`src/rtl/countdown_timer_if.sv`:
```
// Control/status bundle between a sequencing FSM (master) and the countdown timer (slave).
// The master drives the load strobe, the load value and pause. The slave reports expiry, the remaining count and busy status.
interface countdown_timer_if #(
    parameter int VALUE_W = 4
);
    logic               start_timer;
    logic [VALUE_W-1:0] value;
    logic               pause;
    logic               expired;
    logic [VALUE_W-1:0] remaining;
    logic               running;

    modport master (
        output start_timer,
        output value,
        output pause,
        input  expired,
        input  remaining,
        input  running
    );

    modport slave (
        input  start_timer,
        input  value,
        input  pause,
        output expired,
        output remaining,
        output running
    );
endinterface

```
`src/rtl/countdown_timer.sv`:
```
// Prescaled countdown timer with one-shot or auto-reload operation and a pause input.
// It produces a registered one-cycle expired pulse when the count reaches its terminal value.
module countdown_timer #(
    parameter int VALUE_W  = 4,
    parameter int TICK_DIV = 27000000,
    parameter bit PERIODIC = 1'b0
) (
    input  logic            clk,
    input  logic            reset,
    countdown_timer_if.slave bus
);
    localparam int                PRESC_W    = (TICK_DIV > 1) ? $clog2(TICK_DIV) : 1;
    localparam logic [PRESC_W-1:0] PRESC_LAST = PRESC_W'(TICK_DIV - 1);
    localparam logic [VALUE_W-1:0] ONE        = VALUE_W'(1);

    typedef enum logic {
        IDLE = 1'b0,
        RUN  = 1'b1
    } state_t;

    state_t             r_state;
    logic [PRESC_W-1:0] r_presc;
    logic [VALUE_W-1:0] r_remaining;
    logic [VALUE_W-1:0] r_load_val;
    logic               r_expired;
    logic               r_running;

    state_t             w_state_next;
    logic [PRESC_W-1:0] w_presc_next;
    logic [VALUE_W-1:0] w_remaining_next;
    logic [VALUE_W-1:0] w_load_val_next;
    logic               w_expired_next;
    logic               w_tick;

    // When TICK_DIV is 1, PRESC_LAST is 0. The prescaler then never leaves 0, so every unpaused RUN cycle is a tick.
    assign w_tick = (r_state == RUN) && !bus.pause && (r_presc == PRESC_LAST);

    always_ff @(posedge clk or posedge reset) begin
        if (reset) begin
            r_state     <= IDLE;
            r_presc     <= '0;
            r_remaining <= '0;
            r_load_val  <= '0;
            r_expired   <= 1'b0;
            r_running   <= 1'b0;
        end else begin
            r_state     <= w_state_next;
            r_presc     <= w_presc_next;
            r_remaining <= w_remaining_next;
            r_load_val  <= w_load_val_next;
            r_expired   <= w_expired_next;
            r_running   <= (w_state_next == RUN);
        end
    end

    always_comb begin
        w_state_next     = r_state;
        w_presc_next     = r_presc;
        w_remaining_next = r_remaining;
        w_load_val_next  = r_load_val;
        w_expired_next   = 1'b0;

        if (bus.start_timer) begin
            // A restart aborts any run in progress, so the aborted run never raises expired.
            w_load_val_next  = bus.value;
            w_remaining_next = bus.value;
            w_presc_next     = '0;
            if (bus.value != '0) begin
                w_state_next = RUN;
            end else begin
                w_state_next   = IDLE;
                w_expired_next = 1'b1;
            end
        end else begin
            case (r_state)
                RUN: begin
                    if (bus.pause) begin
                        w_presc_next = r_presc;
                    end else if (!w_tick) begin
                        w_presc_next = r_presc + 1'b1;
                    end else begin
                        w_presc_next = '0;
                        if (r_remaining > ONE) begin
                            w_remaining_next = r_remaining - ONE;
                        end else begin
                            // Terminal count. The periodic mode reloads the captured value, never the live input.
                            w_expired_next = 1'b1;
                            if (PERIODIC) begin
                                w_remaining_next = r_load_val;
                            end else begin
                                w_remaining_next = '0;
                                w_state_next     = IDLE;
                            end
                        end
                    end
                end
                default: begin
                    w_state_next = IDLE;
                end
            endcase
        end
    end

    assign bus.expired   = r_expired;
    assign bus.remaining = r_remaining;
    assign bus.running   = r_running;
endmodule
```
`src/flat_wrapper.sv`:
```
// flat-port wrapper written by rule: the top's interface ports become plain ports
module countdown_timer_flat 
#(
    parameter int VALUE_W  = 4,
    parameter int TICK_DIV = 27000000,
    parameter bit PERIODIC = 1'b0
)
  (clk, reset, bus_start_timer, bus_value, bus_pause, bus_expired, bus_remaining, bus_running);
  countdown_timer_if #(.VALUE_W(VALUE_W)) bus_i ();
  input  logic clk;
  input  logic reset;
  input wire logic [$bits(bus_i.start_timer)-1:0] bus_start_timer;
  input wire logic [$bits(bus_i.value)-1:0] bus_value;
  input wire logic [$bits(bus_i.pause)-1:0] bus_pause;
  output wire logic [$bits(bus_i.expired)-1:0] bus_expired;
  output wire logic [$bits(bus_i.remaining)-1:0] bus_remaining;
  output wire logic [$bits(bus_i.running)-1:0] bus_running;
  assign bus_i.start_timer = bus_start_timer;
  assign bus_i.value = bus_value;
  assign bus_i.pause = bus_pause;
  assign bus_expired = bus_i.expired;
  assign bus_remaining = bus_i.remaining;
  assign bus_running = bus_i.running;
  countdown_timer #(.VALUE_W(VALUE_W), .TICK_DIV(TICK_DIV), .PERIODIC(PERIODIC)) u_core (.clk(clk), .reset(reset), .bus(bus_i));
endmodule
```
`config.mk`:
```
export PLATFORM = sky130hd
export DESIGN_NAME = countdown_timer_flat
export DESIGN_NICKNAME = d
export VERILOG_FILES = /design/src/rtl/countdown_timer_if.sv /design/src/rtl/countdown_timer.sv /design/src/flat_wrapper.sv
export SDC_FILE = /design/constraint.sdc
export NUM_CORES = 1
export LEC_CHECK = 0
export CORE_MARGIN = 8
export CORE_UTILIZATION = 41
export CTS_CLUSTER_DIAMETER = 100
export DETAILED_ROUTE_END_ITERATION = 6
export GPL_TIMING_DRIVEN = 0
export RECOVER_POWER = 100
export SLEW_MARGIN = 20
export SYNTH_ARGS = -nofsm -noshare
export SYNTH_HDL_FRONTEND = slang
export SYNTH_SLANG_ARGS = --single-unit
export TNS_END_PERCENT = 100
```
`constraint.sdc`:
```
create_clock -name clk -period 2.2 [get_ports clk]
set_clock_uncertainty 0.05 [all_clocks]
set_input_delay 0.33 -clock clk [delete_from_list [all_inputs] [get_ports clk]]
set_output_delay 0.33 -clock clk [all_outputs]
set_load 0.02 [all_outputs]
```
; Word level (Yosys, flattened, before mapping)
; Cells that the tools add are included.
[totals]
inputBits = 8
ff_bits = 31
elab_cells = 38
out_inout_bits = 6
[op_classes]
mux = 21
reduce_logical = 8
n_lt_le_gt_ge = 1
n_addsub = 2
n_eq_ne = 2
[ops]
columns = op, n
row1 = 25-bit 2-to-1 mux, 4
row2 = "25-bit by 1-bit adder with 25-bit output, second input constant", 1
row3 = "25-bit == test, second input constant", 1
row4 = 4-bit 2-to-1 mux, 5
row5 = 1-bit 2-to-1 mux, 12
row6 = "4-bit by 1-bit greater-than comparator with 1-bit output, second input constant", 1
row7 = 2-bit nonzero test, 2
row8 = 4-bit nonzero test, 1
row9 = "4-bit by 1-bit subtractor with 4-bit output, second input constant", 1
row10 = 3-bit AND reduction, 1
row11 = 1-bit logical AND, 2
row12 = "2-bit != test, second input constant", 1
row13 = 2-bit AND reduction, 1
row14 = 1-bit logical NOT, 1

; Depth between registers and ports, before layout
[depth]
word_depth = 7
ltp_mapped = 6
mapped_depth_nobuf = 6

; Least setup slack after synthesis
; No wires, ideal clock.
[synth_timing]
path_type = register to register
startpoint = reg u_core.r_state
endpoint = reg u_core.r_presc[24]
path_buffers = 1
synth_period_minus_slack_ps = 1677
setup_time_ps = 73
path_slack_ps = 523
path_stages_with_launch = 6
required_time_ps = 2077
arrival_time_ps = 1554
cell_sequence = dfrtp_1 nor2b_1 buf_4 o2111ai_4 or4_4 a21oi_2
[synth_between]
elab_chain_cells = 6
elab_cells_between_ends = 8
classes_between = mux: 4 / reduce/logical: 4
[synth_lines]
columns = element, line_no
row1 = start: declaration, countdown_timer.sv:21  ; state_t r_state;
row2 = start signal: assignment, countdown_timer.sv:47  ; r_state <= w_state_next;
row3 = 1-bit logical AND (2 in a row), countdown_timer.sv:36  ; assign w_tick = (r_state == RUN) && !bus.pause && (r_presc == PRESC_LAST);
row4 = 25-bit 2-to-1 mux, countdown_timer.sv:79  ; end else if (!w_tick) begin
row5 = 25-bit 2-to-1 mux, countdown_timer.sv:77  ; if (bus.pause) begin
row6 = 25-bit 2-to-1 mux, countdown_timer.sv:75  ; case (r_state)
row7 = 25-bit 2-to-1 mux, countdown_timer.sv:63  ; if (bus.start_timer) begin
row8 = end signal: assignment, countdown_timer.sv:48  ; r_presc <= w_presc_next;
row9 = end: declaration, countdown_timer.sv:22  ; logic [PRESC_W-1:0] r_presc;
; Several ways; a longest one is shown, not always the timed one. The select of a mux whose other input is x is not followed.
; A chain may end at the register's enable or synchronous reset.

; Worst setup path after layout
[layout_timing]
startpoint = in bus_pause
endpoint = reg u_core.r_presc[15]
[layout_between]
elab_chain_cells = 7
elab_cells_between_ends = 9
classes_between = eq/ne: 1 / mux: 4 / reduce/logical: 4
[layout_lines]
columns = element, line_no
row1 = start: declaration, flat_wrapper.sv:14  ; input wire logic [$bits(bus_i.pause)-1:0] bus_pause;
row2 = 1-bit logical NOT, countdown_timer.sv:36
row3 = 1-bit logical AND (2 in a row), countdown_timer.sv:36
row4 = 25-bit 2-to-1 mux, countdown_timer.sv:79
row5 = 25-bit 2-to-1 mux, countdown_timer.sv:77
row6 = 25-bit 2-to-1 mux, countdown_timer.sv:75
row7 = 25-bit 2-to-1 mux, countdown_timer.sv:63
; Several ways; a longest one is shown, not always the timed one. The select of a mux whose other input is x is not followed.

==> flow_metrics.tcl <==
set metrics [dict create \
    status "finished clean" \
    final_util_pct 48.1 \
    rrSetupSlack_ns 0.29 \
    grt.overflow.total 0 \
    avgSynthCellArea_um2 10.2 \
    startpoint_type "primary input" \
    initial_core_util_pct 42.0 \
    synth_cells 179 \
    cp_cell_sequence "clkdlybuf4s50_1 -> nor2b_1 -> clkbuf_2 -> o2111ai_2 -> buf_6 -> or3_1 -> a21oi_1" \
    synth-seq-cells 31 \
    drv_cap 0 \
    chipHeight_um 82.6 \
    drc 0 \
    hold_buffers 0 \
    pre_cts_ws_ns 0.0241 \
    core_area_mm2 0.00432 \
    routedWlPerCell_um 17.1 \
    grt_pass1_vias 1591 \
    worstPathMaxFanout 10 \
    ys_top_cells_by_area "dfrtp_1 43%, a21oi_1 4.1%, xor2_1 3.4%" \
    avgViaCountPerCell 6.07 \
    arrival_ns 2.14 \
    gp_congestion 0.762 \
    final.setup.tns_ns 0 \
    grt_setup_unrepaired "false" \
    hold_class "flop to flop" \
    grt_start_max_net_pins 32 \
    finalMaxSlewViolations 0 \
    numCtsBuffers 5 \
    critPathLaunch "bus_pause" \
    worstSkewPairLatency_ns 0.29 \
    clock-root-buffer "clkbuf_8" \
    dp_hpwl_um 3030 \
    htree_levels 2 \
    vias 1524 \
    synthesis.area_mm2 0.00182 \
    yosysTopAreaCellShare_pct 42.7 \
    crit_family "buffers and inverters" \
    clock_path_buffers 2 \
    critPathKind "primary input to flop" \
    synth.distinct_cells 42 \
    antenna_found_initial 0 \
    grt_pass1_wl_um 7380 \
    synth_flop_cell "dfrtp_1" \
    synth_edf_count 0 \
    rows 24 \
    clk_pin_slew_worst_paths_ns 0.07 \
    path_buf_inv 3 \
    fin_nets 209 \
    leakagePower_nw 0.834 \
    portBuffers 12 \
    die_w_um 82.6 \
    cts.sinks 31 \
    final.min_clock_period_ns 1.98 \
    cts_setup_buffers 0 \
    antennaDiodeCount 0 \
    slowest_delay_ns 0.46 \
    peakVddDrop_v 0.000349 \
    fmax_mhz 506 \
    synth-seq-area-share_pct 42.7 \
    finalHoldViolCount 0 \
    power_density_mw_per_mm2 586 \
    cp_slowest_cell "clkdlybuf4s50_1" \
    fin_crit_sh_pct 89.8 \
    track_usage_pct 14.0 \
    area.growth.synth_to_final_pct 14.3 \
    mappedNetlistNets 190 \
    worstMarginPinSlew_ns 1.22 \
    postRouteAntennaNets 0 \
    async_reset_ff_share_pct 100 \
    layout_commonest_cell "dfrtp_1" \
    fin_ws_ns 0.224 \
    drive_gt1_share_pct 16.1 \
    pin_count 14 \
    yosys_warnings 0 \
    hold_ws_ns 0.494 \
    first_pass_iters 4 \
    mostFrequentLayoutCells "31 x dfrtp_1, 15 x a21oi_1, 14 x nand2_1, 12 x o21ai_0, 10 x nor2_1" \
    routed_wl_um 4290 \
    drt-initial-drc-count 101 \
    cts_tree "yes" \
    dieArea_mm2 0.00682 \
    slew_headroom_pct 18.8 \
    setup_viol 0 \
    holdCritStartpoint "u_core.r_presc[1]" \
    synth.largest_area_cell "dfrtp_1" \
    worst_ep_required_time_ns 2.36 \
    design_area_mm2 0.00208 \
    place_area_mm2 0.00200 \
    worstSetupEndpointType "flop" \
    cts_resized 0 \
    r2r_start "u_core.r_state" \
]
[cell type report]
class,count,area (µm²)
flip-flops and latches,31,776
inverters,6,22.5
plain buffers,8,66.3
well taps,52,65.1
repair buffers,12,120
clock inverters,1,7.51
fillers,403,2250
clock buffers,7,96.3
multi-input cells,134,925
[sequential cells by signal, indices dropped and copies added (netlist names)]
name                  flops
u_core.bus.expired        1
u_core.bus.remaining      4
u_core.r_presc           25
u_core.r_state            1
[worst paths after layout]
check | to | depth (start not counted)
max | u_core.r_presc[15] | 7
min | u_core.r_presc[1] | 2
max reg2reg | u_core.r_presc[15] | 6
min reg2reg | u_core.r_presc[1] | 2
max in group asynchronous | u_core.r_presc[6] | 2
min in group asynchronous | u_core.r_presc[10] | 2
[metal layers]
metal  vias to the layer above  track usage (%)  wire length (µm)
met5                         -                0                 0
met4                         0             5.86                67
met3                         9             4.44               149
met2                        35             22.6              2070
met1                       762             16.8              2000
li1                        718                -                 -
[worst register-to-register path, cell delays in order (launching register included)]
cell and delay, ns:
dfrtp_1 0.42, nor2b_1 0.15, clkbuf_2 0.24, o2111ai_2 0.24, buf_6 0.22, or3_1 0.36
a21oi_1 0.16
[stage by stage]
stage | total power (W) | cells
after floorplan | 0.000675 | 179
after global placement | 0.000723 | 243
after detailed placement | 0.000728 | 243
after CTS | 0.00124 | 251
after global routing | 0.00127 | 251
final | 0.00122 | 251
[cell families after synthesis]
kind of cell               synth area share [%]
AOI/OAI and AO/OA                          20.6
and+or+nand+nor                            24.7
muxes                                      1.10
adders and majority gates                  2.06
xor gates and xnor gates                   3.85
buffers and inverters                      5.02
DFF                                        42.7
[power breakdown]
| part | internal [W] | leakage (nW) | switching [W] |
|---|---|---|---|
| Clock | 0.000284 | 0.0505 | 0.000224 |
| Combinational | 0.0000467 | 0.364 | 0.0000691 |
| Sequential | 0.000582 | 0.420 | 0.0000119 |
| Total | 0.000913 | 0.834 | 0.000305 |
[synthesized netlist by cell type (3+ instances only)]
master / number
nand3_1: 4
o31ai_1: 8
and3_2: 3
or4_1: 7
o2111ai_1: 3
or3_1: 9
inv_1: 6
dfrtp_1: 31
o21ai_0: 12
xor2_1: 7
buf_6: 4
a21oi_1: 15
nand2_1: 14
ha_1: 3
o211ai_1: 4
nor2_1: 10
No activity file was read; power rests on OpenSTA's default activity.
